==> src/rtl/sc_apc_accum_if.sv <==
// Stream-in / result-out bundle for sc_apc_accum.
// slave is the accumulator side; master is the generator / consumer side.
interface sc_apc_accum_if #(
  parameter int unsigned LANES = 4,
  parameter int unsigned SUM_W = 7
);
  logic             i_isgen;
  logic [LANES-1:0] i_sn_bit;
  logic [LANES-1:0] i_w_bit;
  logic [SUM_W:0]   o_sum;
  logic [4:0]       o_nsamp;
  logic             o_valid;
  logic             o_ovf;
  logic             o_busy;

  modport master (
    output i_isgen, i_sn_bit, i_w_bit,
    input  o_sum, o_nsamp, o_valid, o_ovf, o_busy
  );

  modport slave (
    input  i_isgen, i_sn_bit, i_w_bit,
    output o_sum, o_nsamp, o_valid, o_ovf, o_busy
  );
endinterface

==> src/rtl/sc_apc_accum.sv <==
// Stochastic lane-product popcount accumulated over one i_isgen window; one result pulse per window.
// Define SC_APC_BIPOLAR_EN for XNOR products and a signed 2*acc - LANES*n result.
module sc_apc_accum #(
  parameter int unsigned LANES = 4,
  parameter int unsigned WIN   = 16,
  parameter int unsigned SUM_W = 7
) (
  input logic           i_clk_apc,
  input logic           i_rst_apc,
  sc_apc_accum_if.slave bus
);
  localparam int unsigned ResW = SUM_W + 1;

  typedef enum logic [1:0] {StIdle, StAcc, StHold} state_e;

  state_e           state_q, state_d;
  logic [LANES-1:0] prod;
  logic [SUM_W-1:0] cnt;
  logic [SUM_W-1:0] acc_q, acc_d;
  logic [4:0]       n_q, n_d;
  logic             pub, pub_ovf;
  logic [ResW-1:0]  result;

  // Result is captured at the publish edge so a window starting on the next edge cannot disturb it.
  logic             pend_q, pend_ovf_q;
  logic [ResW-1:0]  pend_sum_q;
  logic [4:0]       pend_n_q;

  logic [ResW-1:0]  sum_q;
  logic [4:0]       nsamp_q;
  logic             valid_q, ovf_q, busy_q;

`ifdef SC_APC_BIPOLAR_EN
  assign prod   = ~(bus.i_sn_bit ^ bus.i_w_bit);
  assign result = {acc_q, 1'b0} - ResW'(LANES) * ResW'(n_q);
`else
  assign prod   = bus.i_sn_bit & bus.i_w_bit;
  assign result = {1'b0, acc_q};
`endif

  always_comb begin
    cnt = '0;
    for (int unsigned k = 0; k < LANES; k++) begin
      cnt = cnt + SUM_W'(prod[k]);
    end
  end

  always_comb begin
    state_d = state_q;
    acc_d   = acc_q;
    n_d     = n_q;
    pub     = 1'b0;
    pub_ovf = 1'b0;
    case (state_q)
      StIdle: begin
        if (bus.i_isgen) begin
          state_d = StAcc;
          acc_d   = cnt;
          n_d     = 5'd1;
        end
      end
      StAcc: begin
        if (!bus.i_isgen) begin
          pub     = 1'b1;
          state_d = StIdle;
        end else if (n_q == 5'(WIN)) begin
          pub     = 1'b1;
          pub_ovf = 1'b1;
          state_d = StHold;
        end else begin
          acc_d = acc_q + cnt;
          n_d   = n_q + 5'd1;
        end
      end
      StHold: begin
        if (!bus.i_isgen) begin
          state_d = StIdle;
        end
      end
      default: state_d = StIdle;
    endcase
  end

  always_ff @(posedge i_clk_apc) begin
    if (i_rst_apc) begin
      state_q    <= StIdle;
      acc_q      <= '0;
      n_q        <= '0;
      pend_q     <= 1'b0;
      pend_ovf_q <= 1'b0;
      pend_sum_q <= '0;
      pend_n_q   <= '0;
      sum_q      <= '0;
      nsamp_q    <= '0;
      valid_q    <= 1'b0;
      ovf_q      <= 1'b0;
      busy_q     <= 1'b0;
    end else begin
      state_q <= state_d;
      acc_q   <= acc_d;
      n_q     <= n_d;
      pend_q  <= pub;
      if (pub) begin
        pend_sum_q <= result;
        pend_n_q   <= n_q;
        pend_ovf_q <= pub_ovf;
      end
      valid_q <= pend_q;
      if (pend_q) begin
        sum_q   <= pend_sum_q;
        nsamp_q <= pend_n_q;
        ovf_q   <= pend_ovf_q;
      end
      busy_q <= (state_q != StIdle);
    end
  end

  assign bus.o_sum   = sum_q;
  assign bus.o_nsamp = nsamp_q;
  assign bus.o_valid = valid_q;
  assign bus.o_ovf   = ovf_q;
  assign bus.o_busy  = busy_q;
endmodule

==> src/flat_wrapper.sv <==
// flat-port wrapper written by rule: the top's interface ports become plain ports
module sc_apc_accum_flat 
#(
  parameter int unsigned LANES = 4,
  parameter int unsigned WIN   = 16,
  parameter int unsigned SUM_W = 7
)
  (i_clk_apc, i_rst_apc, bus_i_isgen, bus_i_sn_bit, bus_i_w_bit, bus_o_sum, bus_o_nsamp, bus_o_valid, bus_o_ovf, bus_o_busy);
  sc_apc_accum_if #(.LANES(LANES), .SUM_W(SUM_W)) bus_i ();
  input logic i_clk_apc;
  input logic i_rst_apc;
  input wire logic [$bits(bus_i.i_isgen)-1:0] bus_i_isgen;
  input wire logic [$bits(bus_i.i_sn_bit)-1:0] bus_i_sn_bit;
  input wire logic [$bits(bus_i.i_w_bit)-1:0] bus_i_w_bit;
  output wire logic [$bits(bus_i.o_sum)-1:0] bus_o_sum;
  output wire logic [$bits(bus_i.o_nsamp)-1:0] bus_o_nsamp;
  output wire logic [$bits(bus_i.o_valid)-1:0] bus_o_valid;
  output wire logic [$bits(bus_i.o_ovf)-1:0] bus_o_ovf;
  output wire logic [$bits(bus_i.o_busy)-1:0] bus_o_busy;
  assign bus_i.i_isgen = bus_i_isgen;
  assign bus_i.i_sn_bit = bus_i_sn_bit;
  assign bus_i.i_w_bit = bus_i_w_bit;
  assign bus_o_sum = bus_i.o_sum;
  assign bus_o_nsamp = bus_i.o_nsamp;
  assign bus_o_valid = bus_i.o_valid;
  assign bus_o_ovf = bus_i.o_ovf;
  assign bus_o_busy = bus_i.o_busy;
  sc_apc_accum #(.LANES(LANES), .WIN(WIN), .SUM_W(SUM_W)) u_core (.i_clk_apc(i_clk_apc), .i_rst_apc(i_rst_apc), .bus(bus_i));
endmodule
==> config.mk <==
export PLATFORM = sky130hd
export DESIGN_NAME = sc_apc_accum_flat
export DESIGN_NICKNAME = d
export VERILOG_FILES = /design/src/rtl/sc_apc_accum_if.sv /design/src/rtl/sc_apc_accum.sv /design/src/flat_wrapper.sv
export SDC_FILE = /design/constraint.sdc
export NUM_CORES = 1
export LEC_CHECK = 0
export BUFFER_PORTS_ARGS = -buffer_cell sky130_fd_sc_hd__buf_2
export CORE_UTILIZATION = 29
export DETAILED_ROUTE_END_ITERATION = 16
export GPL_TIMING_DRIVEN = 0
export PLACE_DENSITY = 0.45
export SETUP_SLACK_MARGIN = 0.5
export SLEW_MARGIN = 25
export SYNTH_ARGS = -nofsm -noshare
export SYNTH_HDL_FRONTEND = slang
export SYNTH_SLANG_ARGS = --single-unit
==> constraint.sdc <==
create_clock -name i_clk_apc -period 7.1 [get_ports i_clk_apc]
set_input_delay 0.71 -clock i_clk_apc [delete_from_list [all_inputs] [get_ports i_clk_apc]]
set_output_delay 0.71 -clock i_clk_apc [all_outputs]
set_load 0.01 [all_outputs]
==> summary.md <==
The flow ran to the end, and the final reports show no timing, DRC or antenna violations. In the finished design, the share of the clock period the worst path needs comes to 40.6%. The clock reaches the later pin of the worst-skew pair after 290 ps. For this design the top-level I/O count stands at 27. Net switching is 23.3% of the power. After the flow finishes, the layout carries non-filler instances totaling 291.

The post-route minimum period is 2880 ps. The worst clock skew is 3.39 ps, and the first-pass iteration count of the detailed router is 4. Summing all multi-input logic gate instances after layout gives 927 um2. The logs give 1237 for the number of global-route vias before repair and 0 for the final-report hold violation count.

For the worst setup path, the data required time is 7270 ps. The number of different library cells used by synthesis comes to 40. Sum of routed wire length over all layers: 3550 um.

The measured slew at the worst slew-check pin was 536 ps; the register bit total from synthesis was 43. The sum of buffers and inverters on the critical path was 1. The largest vdd supply drop was 0.0713 mV; the routability congestion estimate from global placement was 0.752.

The logs give 5900 um for the first-pass GRT wire length and 0.834 nW for the static leakage. The tools report the fraction of power consumed by combinational cells as 8.1%. The floorplan has 28 rows.

The tools report the number of buffers inserted during clock tree synthesis as 5. Once placement completed, the tool counted placed cells totaling 285. The Yosys step of the flow raised 0 warnings. For the post-CTS setup repair buffer count, the log shows 0.

Setup violations remaining at the end of the flow were counted as 0. The placed cell area was 0.00206 mm2. In this design, the stage delay of the slowest critical-path cell is 480 ps.

The worst setup path is launched from an input pin. The prevailing post-synth register cell was dfxtp_1. In this run, synthesis inferred 0 flip-flops with an integrated enable.

The die height came out at 81.9 um. The logs give 0 for the initial antenna violation count and 35.4% for the final cell utilization of the core. 0 antenna diodes ended up in the layout. For the total number of vias, the log shows 1313. The initial utilization of the core area, before any placement, comes to 30.7%. Post-CTS repair changed the size of 0 cells. Dividing the detail-routed via count by the number of cells gives 4.51.

After filler insertion, the fill cell instance count of the layout stands at 639. Dividing the detail-routed wire length by the instance count gives 12.2 um. The count of antenna-violating nets left after detailed routing was 0.

The gate count of the mapped netlist was 186. Setup repair after global routing left no endpoint under its margin. The worst pin sits at a relative slew slack of 64.2%. The run gives 861 um2 as the sequential cell area. The tool flagged a number of max-cap violations equal to 0. TritonCTS built the clock tree. Sequential cells account for 58.6% of the total power. The floorplan step defined a die boundary enclosing 0.00670 mm2. The residual DRC count was 0. The clock network fraction of design power was 33.3%; the clock-pin transition on the worst setup and hold timing paths was 70 ps. The internal power of the cells totals 0.324 mW. In this run the power spent charging and discharging nets is 0.0985 mW. The tools report the total clock sinks as 43. After the last flow step, the layout net total stands at 237. The largest fanout on the critical path came out at 3. A synthesized cell averages 9.94 um2. The post-detailed-placement half-perimeter wirelength was 2680 um. The data arrival time of the critical path is 3060 ps. The type of the setup path with the least slack was input pin to flop. The async set-reset flop share out of synthesis was 0%.

The post-route netlist has 18.1% of its cells at a drive strength greater than 1. For this block, the initial DRC count from the detailed router was 20. The largest delay contributor family on the critical path is adder cells. Summing the sequential cell areas from Yosys gives 46.5% of the chip area. The number of levels the H-tree was split into came out at 2. STA classifies the critical path endpoint as a flop. The run gives 347 MHz as the highest clock frequency the design can meet.

From left edge to right edge, the die measures 81.9 um. For this run, the total global-route usage over all layers was measured as 11.8%. Among all stages on the critical path, the largest delay is contributed by fa_1. Summed over all layers, the global routing overflow is 0. The tree is rooted in a clkbuf_8.

The final instance area was 0.00214 mm2; the max-slew violation count was 0. For the area of the core, the log shows 0.00603 mm2. The maximum number of pins on one net before global-route repair is 12, and the total power per unit cell area is 198 mW/mm2. The worst hold-check path type was flop to flop. For this design, the CTS-stage hold fixing added 0 buffers. The critical path goes through buf_2 -> and2_1 -> ha_1 -> fa_1 -> ha_1 -> fa_1 -> a21oi_1 -> a2111oi_2 -> xnor2_1 -> nor2_1. The final-layout setup total negative slack was 0 ps; the number of buffers between clock root and the deepest sink was 2. Area growth from synthesis to layout: 15.5%. The logs give 206 for the number of nets in the synthesized netlist and 0.00185 mm2 for the synthesized cell area. Port buffering added 24 buffers.
[routing by layer]
metal | part of all wire, % | global-route usage, %
met1 | 52 | 16.5
met2 | 43 | 17.0
met3 | 2.8 | 3.00
met4 | 1.9 | 5.26
met5 | 0 | 0
[stage by stage]
| stage | total power, mW | worst slack, ps | hold WS [ps] |
|---|---|---|---|
| after floorplan | 0.277 | 4140 | 448 |
| after global placement | 0.288 | 3880 | 469 |
| after CTS | 0.430 | 4190 | 497 |
| after global routing | 0.448 | 4100 | 520 |
| final | 0.423 | 4220 | 488 |
| after detailed placement | 0.288 | 3900 | 478 |
[cell type report]
class                           instances  share of cell area (%)
Multi-Input combinational cell        130                    43.4
Sequential cell                        43                    40.3
Timing Repair Buffer                   24                    5.62
Tap cell                               75                    4.39
Clock buffer                            6                    3.40
Buffer                                  8                    1.99
Inverter                                5                   0.879
[path summary, 6_finish.rpt]
kind              slack [ps]             startpoint                     to  cells past startpoint
setup / recovery        4220        bus_i_sn_bit[0]        u_core.acc_q[4]                     10
hold / removal           490  u_core.bus.o_nsamp[2]  u_core.bus.o_nsamp[2]                      2
setup reg to reg        5340          u_core.n_q[0]   u_core.pend_sum_q[3]                      7
hold reg to reg          490  u_core.bus.o_nsamp[2]  u_core.bus.o_nsamp[2]                      2
[cells by family after synthesis]
kind of cell    count (synthesis)  synth area share (%)
simple gates                   67                  17.5
mux                            25                  13.5
compound gates                 22                  9.20
fa+ha+maj                       9                  6.90
buf+inv                        13                  3.31
other cells                     1                 0.203
xor+xnor                        6                  2.84
flops                          43                  46.5
[sequential cells by signal, summed over array words and instances (netlist names), 2 cells and up]
signal              cells
u_core.state_q          2
u_core.bus.o_sum        7
u_core.n_q              5
u_core.bus.o_nsamp      5
u_core.pend_sum_q       7
u_core.pend_n_q         5
u_core.acc_q            7
[placed cells by master (no fill, tap or decap), types with 3 or more instances in the layout]
cell type  Yosys  routed
xor2_1         3       3
clkbuf_1       4       5
nor2b_1        3       3
dfxtp_1       43      43
clkbuf_8       0       5
and2_1         5       5
ha_1           7       7
nor2_1        40      40
xnor2_1        3       3
a21oi_1        6       6
nand2_1        6       6
inv_1          4       4
buf_2          1      25
a21o_1         3       3
mux2i_1       25      25
[worst min-delay path, stage by stage, from the launching register on]
cell and delay, ps:
dfxtp_1 330, mux2i_1 60, nor2_1 70
[power by group through the flow]
stage | clock (mW) | combinational [mW] | sequential, mW
after floorplan | 0 | 0.0249 | 0.253
after detailed placement | 0 | 0.0347 | 0.253
final | 0.141 | 0.0343 | 0.248
after global routing | 0.161 | 0.0396 | 0.248
after CTS | 0.148 | 0.0350 | 0.248
after global placement | 0 | 0.0347 | 0.253
[cell usage after synthesis, types with 2 or more instances]
cell | n | area share (%)
mux2i_1 | 25 | 14
a21o_1 | 3 | 1.2
clkbuf_1 | 4 | 0.81
xor2_1 | 3 | 1.4
and2_1 | 5 | 1.7
ha_1 | 7 | 4.7
o211ai_1 | 2 | 0.81
fa_1 | 2 | 2.2
xnor2_1 | 3 | 1.4
nor3_1 | 2 | 0.54
inv_1 | 4 | 0.81
dfxtp_1 | 43 | 47
a2111oi_2 | 2 | 1.6
nor2_1 | 40 | 8.1
o21ai_0 | 2 | 0.54
nand2_1 | 6 | 1.2
nor2b_1 | 3 | 1.0
a311oi_1 | 2 | 0.95
or3_1 | 2 | 0.68
a21oi_1 | 6 | 1.6
(Power assumes the default switching activity.)
